### config.mk
export PLATFORM = sky130hd
export DESIGN_NAME = datapath_sequencer
export DESIGN_NICKNAME = d
export VERILOG_FILES = /design/src/rtl/dp_seq_pkg.sv /design/src/rtl/dp_cmd_fifo.sv /design/src/rtl/datapath_sequencer.sv
export SDC_FILE = /design/constraint.sdc
export NUM_CORES = 1
export LEC_CHECK = 0
export ABC_AREA = 1
export CORE_ASPECT_RATIO = 1.5
export CORE_MARGIN = 3
export CORE_UTILIZATION = 44
export CTS_BUF_LIST = sky130_fd_sc_hd__clkbuf_16
export CTS_CLUSTER_SIZE = 8
export DETAILED_ROUTE_END_ITERATION = 10
export GPL_ROUTABILITY_DRIVEN = 0
export PLACE_DENSITY = 0.8
export SLEW_MARGIN = 20
export SYNTH_ARGS = -nofsm -noshare
export SYNTH_HDL_FRONTEND = slang
export SYNTH_HIERARCHICAL = 1
export SYNTH_SLANG_ARGS = --single-unit
### constraint.sdc
create_clock -name clock -period 2.95 [get_ports clock]
set_input_delay 0.4425 -clock clock [delete_from_list [all_inputs] [get_ports clock]]
set_output_delay 0.4425 -clock clock [all_outputs]
set_load 0.005 [all_outputs]
### src/rtl/dp_seq_pkg.sv
// Shared types for the datapath sequencer: FSM states, the queued command word,
// and the LOAD-to-CAPTURE sequence length.
package dp_seq_pkg;

  typedef enum logic [1:0] {
    IDLE,
    LOAD,
    EXEC,
    CAPTURE
  } dp_seq_state_t;

  typedef struct packed {
    logic [7:0] op;
    logic [7:0] a;
    logic [7:0] b;
  } dp_cmd_t;

  localparam int unsigned DP_SEQ_LATENCY = 3;

endpackage

### src/rtl/dp_cmd_fifo.sv
// Synchronous command FIFO of dp_cmd_t; DEPTH must be a power of two (>= 2).
// Head is read combinationally; simultaneous push and pop are both honoured.
module dp_cmd_fifo
  import dp_seq_pkg::*;
#(
  parameter int unsigned DEPTH = 2
) (
  input  logic    clock,
  input  logic    reset,
  input  logic    push,
  input  dp_cmd_t push_data,
  input  logic    pop,
  output dp_cmd_t head,
  output logic    full,
  output logic    empty
);

  localparam int unsigned AW = $clog2(DEPTH);

  dp_cmd_t       mem [DEPTH];
  logic [AW-1:0] wr_ptr;
  logic [AW-1:0] rd_ptr;
  logic [AW:0]   count;

  assign full  = (count == (AW+1)'(DEPTH));
  assign empty = (count == '0);
  assign head  = mem[rd_ptr];

  always_ff @(posedge clock) begin
    if (reset) begin
      wr_ptr <= '0;
      rd_ptr <= '0;
      count  <= '0;
    end else begin
      if (push) begin
        mem[wr_ptr] <= push_data;
        wr_ptr      <= wr_ptr + AW'(1);
      end
      if (pop) begin
        rd_ptr <= rd_ptr + AW'(1);
      end
      case ({push, pop})
        2'b10:   count <= count + (AW+1)'(1);
        2'b01:   count <= count - (AW+1)'(1);
        default: count <= count;
      endcase
    end
  end

endmodule

### src/rtl/datapath_sequencer.sv
// Command sequencer for the 8-bit register-file/ALU datapath: queues {op,a,b} commands and
// runs each as LOAD/EXEC/CAPTURE. Define DP_SEQ_FLAG_CAPTURE_EN to latch dp_flags into rsp_flags.
module datapath_sequencer
  import dp_seq_pkg::*;
#(
  parameter int unsigned FIFO_DEPTH = 2
) (
  input  logic       clock,
  input  logic       reset,
  input  logic       cmd_valid,
  output logic       cmd_ready,
  input  logic [7:0] cmd_op,
  input  logic [7:0] cmd_a,
  input  logic [7:0] cmd_b,
  output logic [7:0] dp_operando1,
  output logic [7:0] dp_operando2,
  output logic [7:0] dp_alu_op,
  output logic       dp_load_a,
  output logic       dp_load_b,
  output logic       dp_load_c,
  input  logic [7:0] dp_result,
  input  logic [7:0] dp_flags,
  output logic [7:0] rsp_result,
  output logic [7:0] rsp_flags,
  output logic       done,
  output logic       busy
);

  dp_seq_state_t state;
  dp_cmd_t       cur;
  dp_cmd_t       head;
  dp_cmd_t       incoming;
  logic          full;
  logic          empty;
  logic          push;
  logic          pop;

  assign cmd_ready = !full && !reset;
  assign push      = cmd_valid && cmd_ready;
  // CAPTURE pops too, so a queued command follows without an IDLE bubble.
  assign pop       = !empty && ((state == IDLE) || (state == CAPTURE));
  assign incoming  = '{op: cmd_op, a: cmd_a, b: cmd_b};
  assign busy      = (state != IDLE);

  dp_cmd_fifo #(
    .DEPTH(FIFO_DEPTH)
  ) u_fifo (
    .clock    (clock),
    .reset    (reset),
    .push     (push),
    .push_data(incoming),
    .pop      (pop),
    .head     (head),
    .full     (full),
    .empty    (empty)
  );

  always_ff @(posedge clock) begin
    if (reset) begin
      state      <= IDLE;
      cur        <= '0;
      done       <= 1'b0;
      rsp_result <= '0;
    end else begin
      done <= 1'b0;
      case (state)
        IDLE: begin
          if (pop) begin
            cur   <= head;
            state <= LOAD;
          end
        end
        LOAD:    state <= EXEC;
        EXEC:    state <= CAPTURE;
        CAPTURE: begin
          rsp_result <= dp_result;
          done       <= 1'b1;
          if (pop) begin
            cur   <= head;
            state <= LOAD;
          end else begin
            state <= IDLE;
          end
        end
        default: state <= IDLE;
      endcase
    end
  end

  // Datapath controls decode from the state register and the held command.
  always_comb begin
    dp_operando1 = '0;
    dp_operando2 = '0;
    dp_load_a    = 1'b0;
    dp_load_b    = 1'b0;
    dp_load_c    = 1'b0;
    dp_alu_op    = '0;
    if (state == LOAD) begin
      dp_operando1 = cur.a;
      dp_operando2 = cur.b;
      dp_load_a    = 1'b1;
      dp_load_b    = 1'b1;
    end
    if (state == EXEC) begin
      dp_load_c = 1'b1;
    end
    if (state != IDLE) begin
      dp_alu_op = cur.op;
    end
  end

`ifdef DP_SEQ_FLAG_CAPTURE_EN
  logic [7:0] flags_q;

  always_ff @(posedge clock) begin
    if (reset) begin
      flags_q <= '0;
    end else if (state == CAPTURE) begin
      flags_q <= dp_flags;
    end
  end

  assign rsp_flags = flags_q;
`else
  logic flags_unused;

  assign flags_unused = ^dp_flags;
  assign rsp_flags    = '0;
`endif

endmodule
Word level (Yosys, flattened, before mapping)
Memory sizes are Yosys's and may differ from the RTL's. A register that Yosys moved wholly into a read port is not among the register bits.
Cells that the tools add are included.
{"block": "totals", "out_inout_bits": 46, "register_bits": 15, "elab_cells": 44, "mem_count": 1, "mem_bits_rw": 48}
{"memory": "u_fifo.mem", "words": 2, "word_bits": 24, "read_ports": 1, "rd_ports_with_merged_regs": 1, "wr": 1, "line": "dp_cmd_fifo.sv:20", "source": "dp_cmd_t mem [DEPTH];"}
{"block": "op_classes", "addsub": 4, "n_eq_ne": 7, "muxes": 13, "n_reduce_logical": 13}
{"op": "8-bit two-way mux", "n": 3}
{"op": "2-bit == test (second input constant)", "n": 4}
{"op": "2-bit one-hot mux with 4 select lines", "n": 1}
{"op": "1-bit two-way mux", "n": 7}
{"op": "2-bit by 1-bit == test with 1-bit output (second input constant)", "n": 2}
{"op": "2-bit logical NOT", "n": 2}
{"op": "2-bit one-hot mux with 2 select lines", "n": 1}
{"op": "2-bit nonzero test", "n": 2}
{"op": "1-bit logical AND", "n": 3}
{"op": "1-bit logical NOT", "n": 3}
{"op": "1-bit adder (second input constant)", "n": 2}
{"op": "2-bit by 1-bit adder with 2-bit output (second input constant)", "n": 1}
{"op": "2-bit two-way mux", "n": 1}
{"op": "2-bit by 1-bit != test with 1-bit output (second input constant)", "n": 1}
{"op": "2-bit AND reduction", "n": 1}
{"op": "2-bit OR reduction", "n": 1}
{"op": "2-bit by 1-bit subtractor with 2-bit output (second input constant)", "n": 1}
{"op": "1-bit logical OR", "n": 1}

Logic depth before layout (Yosys ltp)
{"block": "depth", "depth_word": 7, "ltp_mapped": 10, "ltp_nobuf": 10}

Hierarchy
Netlist, hierarchy kept.
{"mod": "dp_cmd_fifo", "cells_each": 109, "area_each_um2": 2068.2, "n_inst": 1}
{"mod": "datapath_sequencer", "cells_each": 226, "area_each_um2": 1582.8, "n_inst": 1}

Worst setup path after synthesis
Ideal clock, no wire load.
{"block": "synth_timing", "path_type": "input port to flip-flop", "start": "in reset", "end": "mem u_fifo/mem[1][0] in the netlist's numbering (enable)", "required_ps": 2515, "setup_slack_ps": 72, "t_arrival_ps": 2443, "path_buffers": 0, "stages": 3, "path_cell_list": "nor3b_1 > inv_1 > nor3_1"}
{"block": "synth_between", "elab_chain_cells": 6}
{"element": "start, declared", "line": "datapath_sequencer.sv:9", "source": "input logic reset,"}
{"element": "1-bit logical NOT", "line": "datapath_sequencer.sv:38", "source": "assign cmd_ready = !full && !reset;"}
{"element": "1-bit logical AND", "line": "datapath_sequencer.sv:38"}
{"element": "1-bit logical AND", "line": "datapath_sequencer.sv:39", "source": "assign push = cmd_valid && cmd_ready;"}
{"element": "1-bit two-way mux", "line": "dp_cmd_fifo.sv:35", "source": "if (push) begin"}
{"element": "1-bit two-way mux (*)", "line": "dp_cmd_fifo.sv:30", "source": "if (reset) begin"}
{"element": "1-bit two-way mux (implied by the code) (*)", "line": "dp_cmd_fifo.sv:36", "source": "mem[wr_ptr] <= push_data;"}
{"element": "end, declared", "line": "dp_cmd_fifo.sv:20"}
Every way passes the cells marked *; elsewhere a longest branch is shown, timed or not.

Worst setup path in the final report
{"block": "layout_timing", "start": "reg state[1]", "end": "out dp_operando2[3]"}
{"block": "layout_between", "elab_chain_cells": 2}
{"element": "start, declared", "line": "datapath_sequencer.sv:29", "source": "dp_seq_state_t state;"}
{"element": "start signal, assigned", "line": "datapath_sequencer.sv:60", "source": "state <= IDLE;"}
{"element": "start signal, assigned", "line": "datapath_sequencer.sv:70", "source": "state <= LOAD;"}
{"element": "start signal, assigned", "line": "datapath_sequencer.sv:73", "source": "LOAD: state <= EXEC;"}
{"element": "2-bit by 1-bit == test with 1-bit output", "line": "datapath_sequencer.sv:98", "source": "if (state == LOAD) begin"}
{"element": "8-bit two-way mux", "line": "datapath_sequencer.sv:98"}
{"element": "end, declared", "line": "datapath_sequencer.sv:16", "source": "output logic [7:0] dp_operando2,"}
Every way passes these cells.

==> metrics.md <==
| Metric | Value |
|---|---|
| Count leader, synth | `nor2_1` |
| Overflow after GRT | `0` |
| CP Capture Type | `primary output` |
| Tmin final | `2610 ps` |
| Antenna diodes | `0` |
| Post-placement cell count | `500` |
| Hold path depth | `2` |
| Post-CTS Setup Inserts | `0` |
| Ys Warns | `6` |
| Slew Limit Fails | `0` |
| Worst Setup Start Kind | `flop` |
| Initial drt markers | `99` |
| PD cells | `855 mW/mm2` |
| Initial core utilization | `45.3%` |
| Synth Area per Inst | `10.9 um2` |
| Worst-Skew Late Latency | `330 ps` |
| Largest family of logic cells by synthesized area | `simple AND/OR/NAND/NOR gates` |
| RSZ-0062 raised after global routing | `no` |
| Post-route insts no fill | `516` |
| Vias in the first global route | `2510` |
| Worst vdd rail ir drop | `0.576 mV` |
| Top cells by count, synth | `85 x nor2_1, 48 x edfxtp_1, 40 x dfxtp_1` |
| WL/cell | `13.5 um` |
| Synth area leaders | `edfxtp_1 39%, dfxtp_1 22%, nor2_1 8.7%, mux2_4 8.2%, inv_1 3.6%` |
| TritonCTS clock tree | `done` |
| XOR/XNOR share of the synthesized area | `0.240%` |
| Max_cap viols | `0` |
| Largest net degree at the start of global routing | `34` |
| Synth area leader | `edfxtp_1` |
| Required @ worst endpoint | `2510 ps` |
| Antenna violations before repair | `0` |
| LEAKAGE | `1.92 nW` |
| Via density | `4.75` |
| Post-Synth Simple-Gate Area | `12.9%` |
| HP Class | `flop to flop` |
| Port Buf Inserts | `72` |
| CORE AREA | `0.00806 mm2` |
| FFs w/ async S/R, synth | `0%` |
| Clk slew on worst S/H paths | `60 ps` |
| WP data arrival | `2170 ps` |
| Main flop type after synthesis | `edfxtp_1` |
| Synth Area in Compound Gates | `5.07%` |
| Crit path kind | `flop to primary output` |
| Die width | `80.4 um` |
| Post-DP HPWL | `4.77 mm` |
| CP Max Fanout | `18` |
| Antenna viol nets, final | `0` |
| Routed WL | `6.94 mm` |
| Flops & latches, synth | `88` |
| Tightest Pin Transition | `751 ps` |
| # setup viols final | `0` |
| Post-Synth Adder-Cell Area | `1.71%` |
| Vias | `2450` |
| Drt pass-1 iters | `4` |
| Io pins | `89` |
| Post-CTS Resized | `0` |
| Syn Inst Count | `335` |
| Final Hold Vio Count | `0` |
| Register area share after synthesis | `61.4%` |
| Flop-to-flop setup slack | `1090 ps` |
| Fmax | `383 MHz` |
| Final setup TNS | `0 ps` |
| DRC Markers | `0` |
| Clock H-tree levels | `3` |
| Max transition margin | `49.9%` |
| Mux share of post-synthesis cell area | `9.46%` |
| Cell Rows | `40` |
| Die height | `118 um` |
| Worst R2R Path Depth | `9` |
| Clock Path Buffers | `2` |
| Post-synthesis cell type count | `27` |
| First-pass GRT wire length | `11.6 mm` |
| # clock sinks | `88` |
| Part of the cycle the worst path needs | `88.4%` |
| Root Driver | `clkbuf_16` |
| Share of the synthesized area in the top cell type | `39.5%` |
| Status | `complete, no violations` |
| Final-stage net count | `454` |
| Filler cell count | `678` |
| EDFF count, synth | `48` |
| Count of hold-fix buffers inserted at cts | `0` |
| Syn Std Cell Area | `0.00365 mm2` |
| Number of buffers created by CTS | `9` |
| Layout cells sized above 1 | `11.4%` |
| Area grow syn2layout | `28.1%` |
| Clock skew | `4.08 ps` |
| Total GRT Usage | `16.0%` |
| Die area | `0.00945 mm2` |
## state kept, by name, summed over array words and instances, names as in the netlist, named ones only
| signal | cells |
|---|---|
| cur | 24 |
| done | 1 |
| rsp_result | 8 |
| state | 2 |
| u_fifo/count | 2 |
| u_fifo/mem | 48 |
| u_fifo/rd_ptr | 1 |
| u_fifo/wr_ptr | 1 |
## worst max-delay path: stages (launching register included)
cell             delay, ps
dfxtp_1                340
inv_1                  110
ha_1                   650
nand2_1                130
inv_1                  100
clkdlybuf4s50_1        500
## through the flow
stage | instance area, um2 | power [mW] | setup WS, ps | hold slack [ps] | utilization, %
floorplan | 3680 | 2.64 | 71.5 | 439 | -
global placement | 4390 | 2.92 | 596 | 454 | 54.5
detailed placement | 4390 | 2.97 | 538 | 466 | 54.5
CTS | 4680 | 4.06 | 311 | 474 | 58.0
global route | 4680 | 4.28 | 177 | 489 | 58.0
finish | 4680 | 4.00 | 342 | 473 | 58.0
## worst paths after layout
check | start | end
setup / recovery | state[1] | dp_operando2[3]
hold / removal | u_fifo/wr_ptr | u_fifo/wr_ptr
setup reg to reg | state[0] | u_fifo/count[1]
hold reg to reg | u_fifo/wr_ptr | u_fifo/wr_ptr
## power breakdown
group | switching (mW) | internal, mW | leakage, nW | total [mW]
clock | 0.426 | 0.646 | 0.136 | 1.07
combinational | 0.657 | 0.603 | 1.02 | 1.26
sequential | 0.144 | 1.52 | 0.764 | 1.67
## final cells by class
cell class / count / area (um2) / area share (%)
multi-input combinational: 193 / 1110 / 23.7
clock buffer: 9 / 225 / 4.82
timing repair buffer: 76 / 763 / 16.3
sequential: 88 / 2240 / 48.0
clock inverter: 7 / 61.3 / 1.31
inverter: 38 / 143 / 3.05
tap: 105 / 131 / 2.81
## layout by cell type (no fill, tap or decap), types with 2 or more instances in the layout
cell and instances:
o21ai_0 26, inv_2 2, conb_1 8, ha_1 5, o21ai_1 8, mux2_2 4, nor2_2 2, dfxtp_1 40
edfxtp_1 48, clkinv_1 5, inv_1 35, buf_4 3, nand2_1 25, clkdlybuf4s50_1 72, mux2_4 20, a21oi_1 3
nor2_1 84, clkbuf_16 9, nand3_1 2
## cells by family after synthesis
| logic type | after synthesis |
|---|---|
| AOI/OAI and AO/OA | 37 |
| xor gates and xnor gates | 1 |
| adders and majority gates | 5 |
| buffers and inverters | 61 |
| DFF | 88 |
| muxes | 24 |
| other | 1 |
| and+or+nand+nor | 118 |
## metal layers
layer  up-vias  part of all wire [%]  track usage (%)
met3        10                   6.5             3.91
met1      1160                    37             16.4
met2        74                    54             29.3
li1       1206                     -                -
met4         0                   1.9             7.40
met5         -                     0                0
Note: power is estimated with default switching activity, not from simulation.
==> RTL change 1 (same settings) <==
`FIFO_DEPTH`: 2 -> 8.
--- a/src/rtl/datapath_sequencer.sv
+++ b/src/rtl/datapath_sequencer.sv
@@ -5,3 +5,3 @@
 #(
-  parameter int unsigned FIFO_DEPTH = 2
+  parameter int unsigned FIFO_DEPTH = 8
 ) (
Check against the original RTL: not equivalent (a bounded check fails within 4 cycles, from zero or initial values and one cycle with reset high).
==> RTL change 1 against the unedited design <==
Via count grew to 2.7 times the old value; non-clock buffer count up 22; combinational power up 110%; clock skew is 0.0086 ns higher; total power rose to 2.6 times the old value; sequential cell count up 152; largest cell class unchanged; routed wire length increased to 3.1 times the old value; critical endpoint is now dp_operando2[4]; synthesized area rose to 2.7 times the old value; setup slack lost 0.022 ns; design area grew to 2.5 times the old value.
==> RTL change 1: results (changes against the unedited design) <==
status complete, no violations; Top Registers u_fifo/mem: 192 flops, cur: 24 flops, rsp_result: 8 flops; P_leak 4.40 nW (+130%); vias in the first global route 6,740 (+170%); initial antenna violation count 0 (unchanged); cts bufs inserted 35 (+26); share of cells above drive strength 1 0.0933 (-0.0211); Max-Cap Viols 0 (unchanged); largest net degree at the start of global routing 97 (+190%); async set or reset register ratio after synthesis 0 (unchanged); Post-synth EDFFs 192 (+300%); Worst slew margin 0.278 (-0.221); final WL 21,500 um (+210%); DR vias 6,633 (+170%); Bufs on Longest Clock Path 3 (+1); first drt pass iteration count 5 (+1); total track usage 0.178 (+0.0181); clk_lat worst skew 0.50 ns (+0.17 ns); Yosys cell types 29 (+7.4%); peak supply drop 0.380 mV (-34%); sequential share of the synthesized area 0.688 (+0.0741); top cell types by occurrence after synthesis edfxtp_1 (192), nor2_1 (179), nand2_1 (109), o21ai_0 (89), dfxtp_1 (48); CP max stage delay 0.57 ns (-0.08 ns); drt initial violations 579 (+480%); hpwl dp 12,500 um (+160%); wire length of the first global-routing pass 34,000 um (+190%); H-tree depth 2 (-1); layout net count 997 (+120%); global routing usage on met2 0.321 (+0.0284); Final Skew 0.0127 ns (+0.00861 ns); met1 track utilization from global routing 0.200 (+0.0360); prevailing post-synth register cell edfxtp_1; top cells by area, synth edfxtp_1 (59%), dfxtp_1 (9.8%), nor2_1 (6.9%); r2r worst-path depth 9 (unchanged); met3 Use GR 0.0258 (-0.0132); arrival time worst endpoint 2.19 ns (+0.02 ns)
## RTL change 1: path summary, 6_finish.rpt
| check | start | to | slack [ns] |
|---|---|---|---|
| max | state[1] | dp_operando2[4] | 0.32 |
| max reg2reg | u_fifo/count[0] | u_fifo/mem[4][1] | 0.59 |
| min | rsp_result[6] | rsp_result[6] | 0.48 |
| min reg2reg | rsp_result[6] | rsp_result[6] | 0.48 |
## RTL change 1: report_power, final
part           internal (mW)  switching [mW]  leakage, nW
clock                   2.17            1.35        0.556
combinational          0.973            1.71         1.72
sequential              3.89           0.155         2.13
## RTL change 1: layout make-up
| cell class | instances | area, um^2 |
|---|---|---|
| Clock inverter | 21 | 96.3 |
| Inverter | 48 | 180 |
| Timing Repair Buffer | 98 | 941 |
| Fill cell | 1748 | 10100 |
| Sequential cell | 240 | 6730 |
| Clock buffer | 36 | 901 |
| Tap cell | 272 | 340 |
| Multi-Input combinational cell | 522 | 2530 |
## RTL change 1: cells by family after synthesis
kind of cell,share of synthesized area
XOR/XNOR,0.00269
adder cells (fa/ha/maj),0.0115
flip-flops,0.688
other,0.000384
AO/OA/AOI/OAI,0.0888
buffers and inverters,0.0576
multiplexers,0.0246
AND/OR/NAND/NOR,0.126
## RTL change 1: metal layers
metal  share of wire  wire length [um]  vias to the layer above
met4           0.033               715                        0
met5               0                 0                        -
met1            0.36              7790                     3173
li1                -                 -                     3098
met2            0.53             11400                      305
met3           0.072              1550                       57
## RTL change 1: stage by stage
step           setup slack (ns)  instance area [um^2]  cells
3_5_place_dp              0.345                 10700   1180
6_report                  0.320                 11700   1237
4_1_cts                   0.268                 11700   1237
5_1_grt                   0.126                 11700   1237
2_1_floorplan             0.315                  9800    864
3_3_place_gp              0.389                 10700   1180
==> RTL change 2 (same settings) <==
Without the edit above. Encoding of `dp_seq_state_t`: now one-hot (4 bits for 4 states).
--- a/src/rtl/dp_seq_pkg.sv
+++ b/src/rtl/dp_seq_pkg.sv
@@ -4,7 +4,7 @@
 
-  typedef enum logic [1:0] {
-    IDLE,
-    LOAD,
-    EXEC,
-    CAPTURE
+  typedef enum logic [3:0] {
+    IDLE    = 4'b0001,
+    LOAD    = 4'b0010,
+    EXEC    = 4'b0100,
+    CAPTURE = 4'b1000
   } dp_seq_state_t;
Behaviour: same outputs for any inputs over 10 cycles, from zero or initial values and one cycle with reset high; not proved beyond that.
==> RTL change 2 against the unedited design <==
Synthesized area rose by 7.4%; sequential power fell by 6%; synthesized cell count rose by 16%; total power fell by 2.1%; design area rose by 5.2%; sequential share of layout area fell by 1.5 points; sequential cell count rose by 2; die area rose by 7.0%; first-iteration DRC count rose by 90%; register-to-register slack improved by 0.08 ns; routed wire length barely moved; setup slack improved by 0.30 ns.
==> RTL change 2: results (changes against the unedited design) <==
H-tree depth 3 (unchanged); status complete, no violations; Synthesis Warnings 6 (unchanged); share of cells above drive strength 1 0.138 (+0.0233); Antenna Cells 0 (unchanged); CTS Root Cell clkbuf_16; worst-margin pin slew 0.559 ns (-0.192 ns); Post-CTS Setup Bufs 0 (unchanged); Reg2Reg Setup Slack 1.17 ns (+0.08 ns); routed length per instance 12.1 um (-9.8%); largest fanout on the critical path 19 (+1); clock-pin slew on the worst setup and hold paths 0.06 ns (about the same); post-synthesis xor/xnor area fraction 0.00223 (-0.000166); f_max 432 MHz (+13%); Reg2Reg Capture Point u_fifo/count[1]; worst slack at placement 0.681 ns (+0.143 ns); Syn Area/Cell 10.1 um^2 (-7.7%); post_cts resized 0 (unchanged); final WL 6950 um (about the same); P_leak 1.98 nW (+3.1%); layout net count 504 (+11%); total track usage 0.143 (-0.0166); hpwl dp 4760 um (-0.17%); detailed-route vias per instance 4.65 (-2.1%); r2r worst-path depth 11 (+2); Top reg by flops u_fifo/mem; post-synthesis compound-gate area fraction 0.0542 (+0.00351); largest net degree at the start of global routing 49 (+44%); initial antenna violation count 0 (unchanged); Final Hold Vio Count 0 (unchanged); drt initial violations 188 (+90%); Residual DRC 0 (unchanged); Post-synth EDFFs 48 (unchanged); clk_lat worst skew 0.33 ns (about the same); arrival time worst endpoint 1.87 ns (-0.30 ns); multiplexer share of the synthesized area 0.0880 (-0.00655); cts bufs inserted 9 (unchanged); Final Skew 0.00767 ns (+0.00359 ns); Filler Cells Inserted 711 (+4.9%); wire length of the first global-routing pass 11,500 um (-0.77%); Post-DP Area 4650 um^2 (+6.0%); sequential share of the synthesized area 0.582 (-0.0323); peak supply drop 0.556 mV (-3.4%); # port buffers 72 (unchanged); worst min path class flop to flop; top cell types by occurrence after synthesis nor2_1 (80), inv_1 (62), edfxtp_1 (48), dfxtp_1 (42), nand2_1 (33); Bufs on Longest Clock Path 2 (unchanged); crit path to dp_operando1[7]; vias in the first global route 2,549 (+1.6%); Reg-to-Reg Start state[1]; CP Launch Point state[2]; Yosys cell types 26 (-3.7%); first drt pass iteration count 4 (unchanged); post-synthesis adder-cell area fraction 0.00319 (-0.0139); Post-Place Cells 556 (+11%); prevailing post-synth register cell edfxtp_1; top cells by area, synth edfxtp_1 (37%), dfxtp_1 (21%), mux2_4 (7.7%); async set or reset register ratio after synthesis 0 (unchanged); Top Registers u_fifo/mem: 48 flops, cur: 24 flops, rsp_result: 8 flops
==> RTL change 2: routing by layer <==
| metal | track usage | part of all wire |
|---|---|---|
| met5 | 0 | 0 |
| met4 | 0.0746 | 0.020 |
| met3 | 0.0379 | 0.067 |
| met2 | 0.244 | 0.50 |
| met1 | 0.165 | 0.41 |
==> RTL change 2: worst min path at each step <==
stage	startpoint	to	slack, ns	cells after the start
floorplan	u_fifo/wr_ptr	u_fifo/wr_ptr	0.44	2
global placement	u_fifo/wr_ptr	u_fifo/wr_ptr	0.45	2
detailed placement	u_fifo/wr_ptr	u_fifo/wr_ptr	0.47	2
CTS	u_fifo/wr_ptr	u_fifo/wr_ptr	0.47	2
global route	cur[15]	cur[15]	0.50	2
finish	u_fifo/wr_ptr	u_fifo/wr_ptr	0.47	2
==> RTL change 2: critical path, cell delays in order, from the launching register on <==
cell             delay (ns)
dfxtp_1                0.33
nor2_2                 0.15
nand3_2                0.32
nor2_1                 0.22
clkdlybuf4s50_1        0.52
==> RTL change 2: cells by family (layout without fill, tap and decap cells) <==
kind of cell    Yosys count  count (layout)
simple gates            147             147
other cells               1               8
buf+inv                  91             159
flops                    90              90
xor+xnor                  1               1
mux                      24              24
compound gates           35              35
fa+ha+maj                 1               1
==> RTL change 2: cell type report <==
class	instances	area [um^2]	area share
inverters	64	240	0.0489
clock inverters	7	37.5	0.00763
clock buffers	9	225	0.0458
multi-input cells	216	1220	0.249
flip-flops and latches	90	2280	0.464
repair buffers	79	773	0.157
well taps	107	134	0.0272
==> RTL change 2: per-stage QoR <==
step                       util  total power, mW
after floorplan               -             2.73
after global placement    0.543             2.90
after detailed placement  0.543             2.95
after CTS                 0.574             3.96
after global routing      0.574             4.17
final                     0.574             3.92
==> RTL change 2: report_power, final <==
part | switching (mW) | internal (mW)
clock network | 0.440 | 0.561
registers | 0.0862 | 1.49
logic | 0.781 | 0.564
